File: src/rtl/alu_pipe.sv
// alu_pipe: two-stage valid/ready pipelined Hack-style ALU.
//
// Every one of the 64 control codes (zx,nx,zy,ny,f,no) is decoded, so
// undocumented codes still give a well-defined result. A sideband tag
// travels with each operation and comes out with its result.
//
// Optional feature: define ALU_PIPE_CARRY_OV_EN to add the out_cy / out_ov
// ports. They carry the carry-out and signed overflow of the xb+yb adder.
//
// Ports:
//   clk        rising-edge clock
//   rst_n      synchronous active-low reset
//   in_valid   operation offered
//   in_ready   operation accepted when in_valid && in_ready
//   in_x/in_y  operands (WIDTH)
//   in_c       control word, bit5..0 = zx,nx,zy,ny,f,no
//   in_tag     sideband tag (TAG_W)
//   out_valid  result present
//   out_ready  consumer accepts when out_valid && out_ready
//   out_data   result (WIDTH)
//   out_zr     result == 0
//   out_ng     result MSB
//   out_tag    tag of the result
//   out_cy     carry out of xb+yb (ALU_PIPE_CARRY_OV_EN only)
//   out_ov     signed overflow of xb+yb (ALU_PIPE_CARRY_OV_EN only)

module alu_pipe #(
  parameter int WIDTH = 16,
  parameter int TAG_W = 4
) (
  input  logic             clk,
  input  logic             rst_n,
  input  logic             in_valid,
  output logic             in_ready,
  input  logic [WIDTH-1:0] in_x,
  input  logic [WIDTH-1:0] in_y,
  input  logic [5:0]       in_c,
  input  logic [TAG_W-1:0] in_tag,
  output logic             out_valid,
  input  logic             out_ready,
  output logic [WIDTH-1:0] out_data,
  output logic             out_zr,
  output logic             out_ng,
  output logic [TAG_W-1:0] out_tag
`ifdef ALU_PIPE_CARRY_OV_EN
  ,
  output logic             out_cy,
  output logic             out_ov
`endif
);

  logic             v1;
  logic [WIDTH-1:0] x1;
  logic [WIDTH-1:0] y1;
  logic [5:0]       c1;
  logic [TAG_W-1:0] t1;

  logic             en1;
  logic             en2;

  logic [WIDTH-1:0] xa, xb, ya, yb, r, f_res;
`ifdef ALU_PIPE_CARRY_OV_EN
  logic [WIDTH:0]   sum_ext;
  logic             cy_nxt;
  logic             ov_nxt;
`else
  logic [WIDTH-1:0] sum;
`endif

  // Stage 2 frees up when empty or draining; stage 1 frees up when empty or
  // when stage 2 will take its contents this cycle.
  assign en2      = !out_valid || out_ready;
  assign en1      = !v1 || en2;
  assign in_ready = en1;

  always_comb begin
    xa = c1[5] ? '0 : x1;
    xb = c1[4] ? ~xa : xa;
    ya = c1[3] ? '0 : y1;
    yb = c1[2] ? ~ya : ya;
`ifdef ALU_PIPE_CARRY_OV_EN
    sum_ext = {1'b0, xb} + {1'b0, yb};
    r       = c1[1] ? sum_ext[WIDTH-1:0] : (xb & yb);
    // Flags describe the adder itself, before the optional output inversion.
    cy_nxt  = c1[1] & sum_ext[WIDTH];
    ov_nxt  = c1[1] & (xb[WIDTH-1] == yb[WIDTH-1]) &
              (sum_ext[WIDTH-1] != xb[WIDTH-1]);
`else
    sum     = xb + yb;
    r       = c1[1] ? sum : (xb & yb);
`endif
    f_res = c1[0] ? ~r : r;
  end

  always_ff @(posedge clk) begin
    if (!rst_n) begin
      v1        <= 1'b0;
      x1        <= '0;
      y1        <= '0;
      c1        <= '0;
      t1        <= '0;
      out_valid <= 1'b0;
      out_data  <= '0;
      out_zr    <= 1'b1;
      out_ng    <= 1'b0;
      out_tag   <= '0;
`ifdef ALU_PIPE_CARRY_OV_EN
      out_cy    <= 1'b0;
      out_ov    <= 1'b0;
`endif
    end else begin
      if (en1) begin
        v1 <= in_valid;
        if (in_valid) begin
          x1 <= in_x;
          y1 <= in_y;
          c1 <= in_c;
          t1 <= in_tag;
        end
      end
      if (en2) begin
        out_valid <= v1;
        // Bubbles leave the last result in place rather than clearing it.
        if (v1) begin
          out_data <= f_res;
          out_zr   <= (f_res == '0);
          out_ng   <= f_res[WIDTH-1];
          out_tag  <= t1;
`ifdef ALU_PIPE_CARRY_OV_EN
          out_cy   <= cy_nxt;
          out_ov   <= ov_nxt;
`endif
        end
      end
    end
  end

endmodule

File: config.mk
export PLATFORM = sky130hd
export DESIGN_NAME = alu_pipe
export DESIGN_NICKNAME = d
export VERILOG_FILES = /design/src/rtl/alu_pipe.sv
export SDC_FILE = /design/constraint.sdc
export NUM_CORES = 1
export LEC_CHECK = 0
export BUFFER_PORTS_ARGS = -buffer_cell sky130_fd_sc_hd__buf_2
export CORE_AREA = 2 2 131 82
export CTS_BUF_LIST = sky130_fd_sc_hd__clkbuf_16
export DETAILED_ROUTE_END_ITERATION = 16
export DIE_AREA = 0 0 133 84
export GPL_ROUTABILITY_DRIVEN = 0
export SYNTH_ARGS = -nofsm -noshare
export SYNTH_HDL_FRONTEND = slang
export SYNTH_SLANG_ARGS = --single-unit
File: constraint.sdc
create_clock -name clk -period 7 [get_ports clk]
set_input_delay 1.4 -clock clk [delete_from_list [all_inputs] [get_ports clk]]
set_output_delay 1.4 -clock clk [all_outputs]
set_load 0.02 [all_outputs]
==> flow_summary.yaml, run 1 <==
clocking:
  cts-htree-levels: 3
  ctsResizeCount: 0
  cts.sinks: 65
  cts_buffer_depth: 2
  cts_made_buffers: 9
  cts_setup_buffers: 0
  clk_pin_slew_worst_paths_ns: 0.05
  cts_tree: "done"
  hold_buffers: 0
  cts_root_buffer: "clkbuf_16"
  clk_latency_ns: 0.33
worst_setup_path:
  ff2ff_path_depth: 12
  worstSetupPathType: "reg2reg"
  reg2reg_to: "out_zr"
  endpoint_kind: "register"
  crit_required_ns: 7.28
  worst-r2r-setup-slack_ns: 3.14
  rr_startpoint: "c1[4]"
  crit_path_start_kind: "register"
  setup.worst_path.end: "out_zr"
  crit_start: "c1[4]"
  crit_fanout: 17
  arrival_ns: 4.14
worst_hold_path:
  hold_path_class: "reg2reg"
synth:
  synthMostInstantiatedCell: "nand2_1"
  synth_ff_type: "dfxtp_1"
  synth_nets: 573
  ys_ff_latch: 65
  ys_types: 54
  ys_top_cells_by_count: "119 x nand2_1, 67 x a21oi_1, 65 x dfxtp_1"
  synth_edf_count: 0
  yosysTopAreaCell: "dfxtp_1"
  syn-instance-count: 510
  avgSynthCellArea_um2: 7.85
  async_reset_ff_frac: 0
  ys_top_cells_by_area: "dfxtp_1 33%, nand2_1 11%, xnor2_1 11%"
  synth_area_um2: 4000
  yosysSeqAreaShare: 0.325
  yosys_warnings: 0
  synth.top_cell.area_share: 0.325
placement:
  port_buffers: 69
  dp_hpwl_um: 6700
  dpl_cell_area_um2: 4380
cells_and_area:
  nNetsFinal: 625
  diodes: 0
  stdcell_area_um2: 4620
  layout-drive-gt1-share: 0.174
  area_delta_synth_final_pct: 15.4
grt:
  met3_usage: 0.0486
  grt_usage: 0.171
  grt_max_degree: 60
  grt_pass1_wl_um: 15700
  antenna_found_initial: 0
  grt_use_met1: 0.238
  grt_overflow: 0
  top_usage_layer: "met2"
  use_met2: 0.263
  grt_pass1_vias: 3386
sta:
  rsz0062_at_grt: "false"
  setup_viol: 0
  finClkSkew_ns: 0.00489
  layout_min_cycle_time_ns: 3.86
  fmax_ghz: 0.259
  fin_crit_sh: 0.552
  worst_slew_pin_slew_ns: 1.05
  finalHoldViolCount: 0
  setup_tns_ns: 0
  slew_viol_final: 0
  relSlewSlack: 0.299
power_and_ir_drop:
  power.density_nw_per_um2: 224
  ir_drop_uv: 140
  p_leak_nw: 1.96
  power_w: 0.00103
route:
  drc: 0
  first_pass_iters: 4
  via_per_inst: 4.96
  wl_per_cell_um: 12.8
  routed_wl_um: 8990
  dr.first_iter.drc_count: 170
  vias: 3482
  drtAntennaViolNets: 0
floorplanning:
  coreArea_um2: 10100
  die_h_um: 84
  die_area_um2: 11200
  start_util: 0.395
  die_width_um: 133
  num_io_pins: 70
  num_rows: 29
job:
  drv_cap: 0
run_status:
  outcome: "finished, final reports clean"
## through the flow
step,worst slack [ns],util,hold WS (ns),std cells
global placement,3.27,0.433,0.442,690
global route,2.86,0.456,0.473,702
CTS,3.14,0.456,0.452,702
finish,3.14,0.456,0.448,702
floorplan,3.33,-,0.432,510
detailed placement,3.16,0.433,0.445,690
## layout by cell type (no fill, tap or decap), types with 3 or more instances in the layout
cell       count
nand2b_1      33
nor2b_1        5
nand3_1        9
clkbuf_16      9
a211oi_1       4
and2_1         4
ha_1          16
buf_4          4
a31oi_1        3
o21a_1         3
buf_2         69
inv_1          3
nand2_1      119
o21ai_0        5
a21oi_1       67
nor2_1        25
a21o_1         4
mux2i_1       11
or3_1          5
dfxtp_1       65
xor2_1        10
xnor2_1       48
## worst min path at each step
stage | from | end | slack, ns | cells after the start
2_1_floorplan | t1[0] | out_tag[0] | 0.43 | 2
3_3_place_gp | out_tag[0] | out_tag[0] | 0.44 | 2
3_5_place_dp | out_tag[3] | out_tag[3] | 0.45 | 2
4_1_cts | out_tag[3] | out_tag[3] | 0.45 | 2
5_1_grt | x1[0] | x1[0] | 0.47 | 2
6_report | out_data[4] | out_data[4] | 0.45 | 2
## power by group
| part | internal (W) | switching, W |
|---|---|---|
| clock | 0.000227 | 0.000145 |
| sequential | 0.000391 | 0.0000190 |
| combinational | 0.000111 | 0.000139 |
| total | 0.000729 | 0.000303 |
## critical path, stage by stage (launching register included)
cell	delay, ns
dfxtp_1	0.90
xnor2_1	0.17
ha_1	0.28
fa_1	0.43
a211o_1	0.36
a2111oi_4	0.39
nor3_2	0.11
nor3_2	0.21
o21ai_1	0.09
a31o_1	0.25
or3_1	0.31
mux2i_1	0.14
a41o_1	0.17
## cells by family (layout without fill, tap and decap cells)
family                     count (synthesis)  after routing  synth area share
adders and majority gates                 17             17            0.0550
DFF                                       65             65             0.325
xor gates and xnor gates                  58             58             0.127
buffers and inverters                     36             89            0.0466
and+or+nand+nor                          215            215             0.249
muxes                                     14             14            0.0369
AOI/OAI and AO/OA                        105            105             0.161
## layout make-up
| cell class | instances | area (um2) |
|---|---|---|
| Fill cell | 1041 | 5510 |
| Tap cell | 139 | 174 |
| Timing Repair Buffer | 73 | 375 |
| Clock buffer | 9 | 225 |
| Inverter | 4 | 15.0 |
| Sequential cell | 65 | 1300 |
| Clock inverter | 3 | 12.5 |
| Multi-Input combinational cell | 409 | 2510 |
## sequential cells by signal (all words and copies together) (netlist names)
signal,cells
c1,6
out_data,16
out_tag,4
out_valid,1
out_zr,1
t1,4
v1,1
x1,16
y1,16
## per-layer routing
layer,part of all wire,wire [um]
met1,0.51,4620
met2,0.43,3880
met3,0.046,412
met4,0.0091,82
met5,0,0
No activity file was read; power rests on OpenSTA's default activity.
==> run 2: changes to the inputs <==
==> constraint.sdc (replaced) <==
create_clock -name clk -period 3.89 [get_ports clk]
set_input_delay 0.778 -clock clk [delete_from_list [all_inputs] [get_ports clk]]
set_output_delay 0.778 -clock clk [all_outputs]
set_load 0.02 [all_outputs]
==> flow_summary.yaml, run 2 (same netlist as run 1, synthesis figures left out) <==
run_status:
  outcome: "finished, final reports clean"
cells_and_area:
  multi_input_area_um2: 2510
  stdcell_area_um2: 4650
  layout-drive-gt1-share: 0.182
  finalNonFillerCells: 706
  diodes: 0
  final_cell_mix: "119 x nand2_1, 69 x buf_2, 67 x a21oi_1"
  seq_area_um2: 1300
  nNetsFinal: 629
  area_delta_synth_final_pct: 16.2
  n_fill_cell: 1079
  largest_registers: "out_data: 16 flops, x1: 16 flops, y1: 16 flops"
  mostFrequentLayoutCell: "nand2_1"
floorplanning:
  die_area_um2: 11200
  die_width_um: 133
  coreArea_um2: 10100
  start_util: 0.395
  num_io_pins: 70
  die_h_um: 84
  num_rows: 29
route:
  first_pass_iters: 4
  dr.first_iter.drc_count: 171
  vias: 3478
  drc: 0
  routed_wl_um: 8980
  via_per_inst: 4.93
  drtAntennaViolNets: 0
  wl_per_cell_um: 12.7
worst_setup_path:
  crit_path_start_kind: "register"
  endpoint_kind: "register"
  critPathBufInv: 0
  crit_fanout: 7
  crit_chain: "nand2b_1 -> xnor2_1 -> ha_1 -> fa_1 -> a211o_1 -> a21o_1 -> a21oi_1 -> xnor2_1 -> mux2_4 -> nor4_1 -> o2111a_1 -> and3_1 -> a41o_1"
  cp_top_family: "compound AO/OA/AOI/OAI gates"
  worstSetupPathType: "reg2reg"
  cp_slowest_cell: "fa_1"
  crit_required_ns: 4.16
  cpPeakStageDelay_ns: 0.43
  crit_top_cell: "xnor2_1"
  arrival_ns: 3.63
power_and_ir_drop:
  pwr-share-clk: 0.359
  pwr-share-seq: 0.394
  switching_share: 0.291
  power_w: 0.00186
  p_leak_nw: 1.99
  power.density_nw_per_um2: 399
  p_int_w: 0.00132
  switchingPower_w: 0.000540
  p_comb_frac: 0.247
  ir_drop_uv: 219
sta:
  fmax_ghz: 0.298
  fin_crit_sh: 0.864
  worst_slew_pin_slew_ns: 1.14
  finalHoldViolCount: 0
  finClkSkew_ns: 0.00558
  relSlewSlack: 0.239
  slew_viol_final: 0
  rsz0062_at_grt: "false"
  layout_min_cycle_time_ns: 3.36
  setup_tns_ns: 0
  setup_viol: 0
clocking:
  cts-htree-levels: 3
  cts_root_buffer: "clkbuf_16"
  clk_latency_ns: 0.33
  cts.sinks: 65
  hold_buffers: 0
  clk_pin_slew_worst_paths_ns: 0.05
  cts_buffer_depth: 2
  cts_made_buffers: 9
  cts_tree: "done"
  cts_setup_buffers: 0
  ctsResizeCount: 0
grt:
  grt_overflow: 0
  grt_usage: 0.172
  grt_pass1_wl_um: 15600
  grt_pass1_vias: 3356
  antenna_found_initial: 0
  grt_max_degree: 60
worst_hold_path:
  hold_path_class: "reg2reg"
placement:
  dpl_cell_area_um2: 4410
  port_buffers: 69
  placed_cells: 694
  dp_hpwl_um: 6820
job:
  drv_cap: 0
run 2: power by group through the flow:
stage / clock [W] / combinational, W / sequential [W]
5_1_grt: 0.000722 / 0.000517 / 0.000736
2_1_floorplan: 0 / 0.000353 / 0.000747
6_report: 0.000667 / 0.000458 / 0.000732
3_5_place_dp: 0 / 0.000458 / 0.000745
3_3_place_gp: 0 / 0.000450 / 0.000744
4_1_cts: 0.000688 / 0.000462 / 0.000732
run 2: worst min-delay path, delay by kind of cell, from the launching register on:
| family | cells | cell delay (ns) |
|---|---|---|
| AND/OR/NAND/NOR | 1 | 0.05 |
| flip-flops | 1 | 0.30 |
| AO/OA/AOI/OAI | 1 | 0.05 |
run 2: worst paths after layout:
path | from | endpoint | slack, ns | cells after the start
setup / recovery | c1[5] | out_zr | 0.53 | 13
setup reg to reg | c1[5] | out_zr | 0.53 | 13
hold / removal | out_data[3] | out_data[3] | 0.45 | 2
hold reg to reg | out_data[3] | out_data[3] | 0.45 | 2
run 2: through the flow:
stage	util	hold WS [ns]	worst slack, ns
5_1_grt	0.459	0.467	0.285
6_report	0.459	0.446	0.530
3_5_place_dp	0.436	0.445	0.558
2_1_floorplan	-	0.432	0.222
3_3_place_gp	0.436	0.442	0.596
4_1_cts	0.459	0.450	0.512
run 2: per-layer routing:
layer | GRT usage | share of wire | vias to the layer above
li1 | - | - | 1809
met1 | 0.236 | 0.51 | 1598
met2 | 0.264 | 0.43 | 62
met3 | 0.0492 | 0.051 | 9
met4 | 0.0440 | 0.0085 | 0
met5 | 0 | 0 | -
run 2: final cells by class:
cell class / instances / share of cell area
clock buffers: 9 / 0.0484
repair buffers: 77 / 0.0872
well taps: 139 / 0.0374
flip-flops and latches: 65 / 0.280
multi-input cells: 409 / 0.541
clock inverters: 3 / 0.00296
inverters: 4 / 0.00323
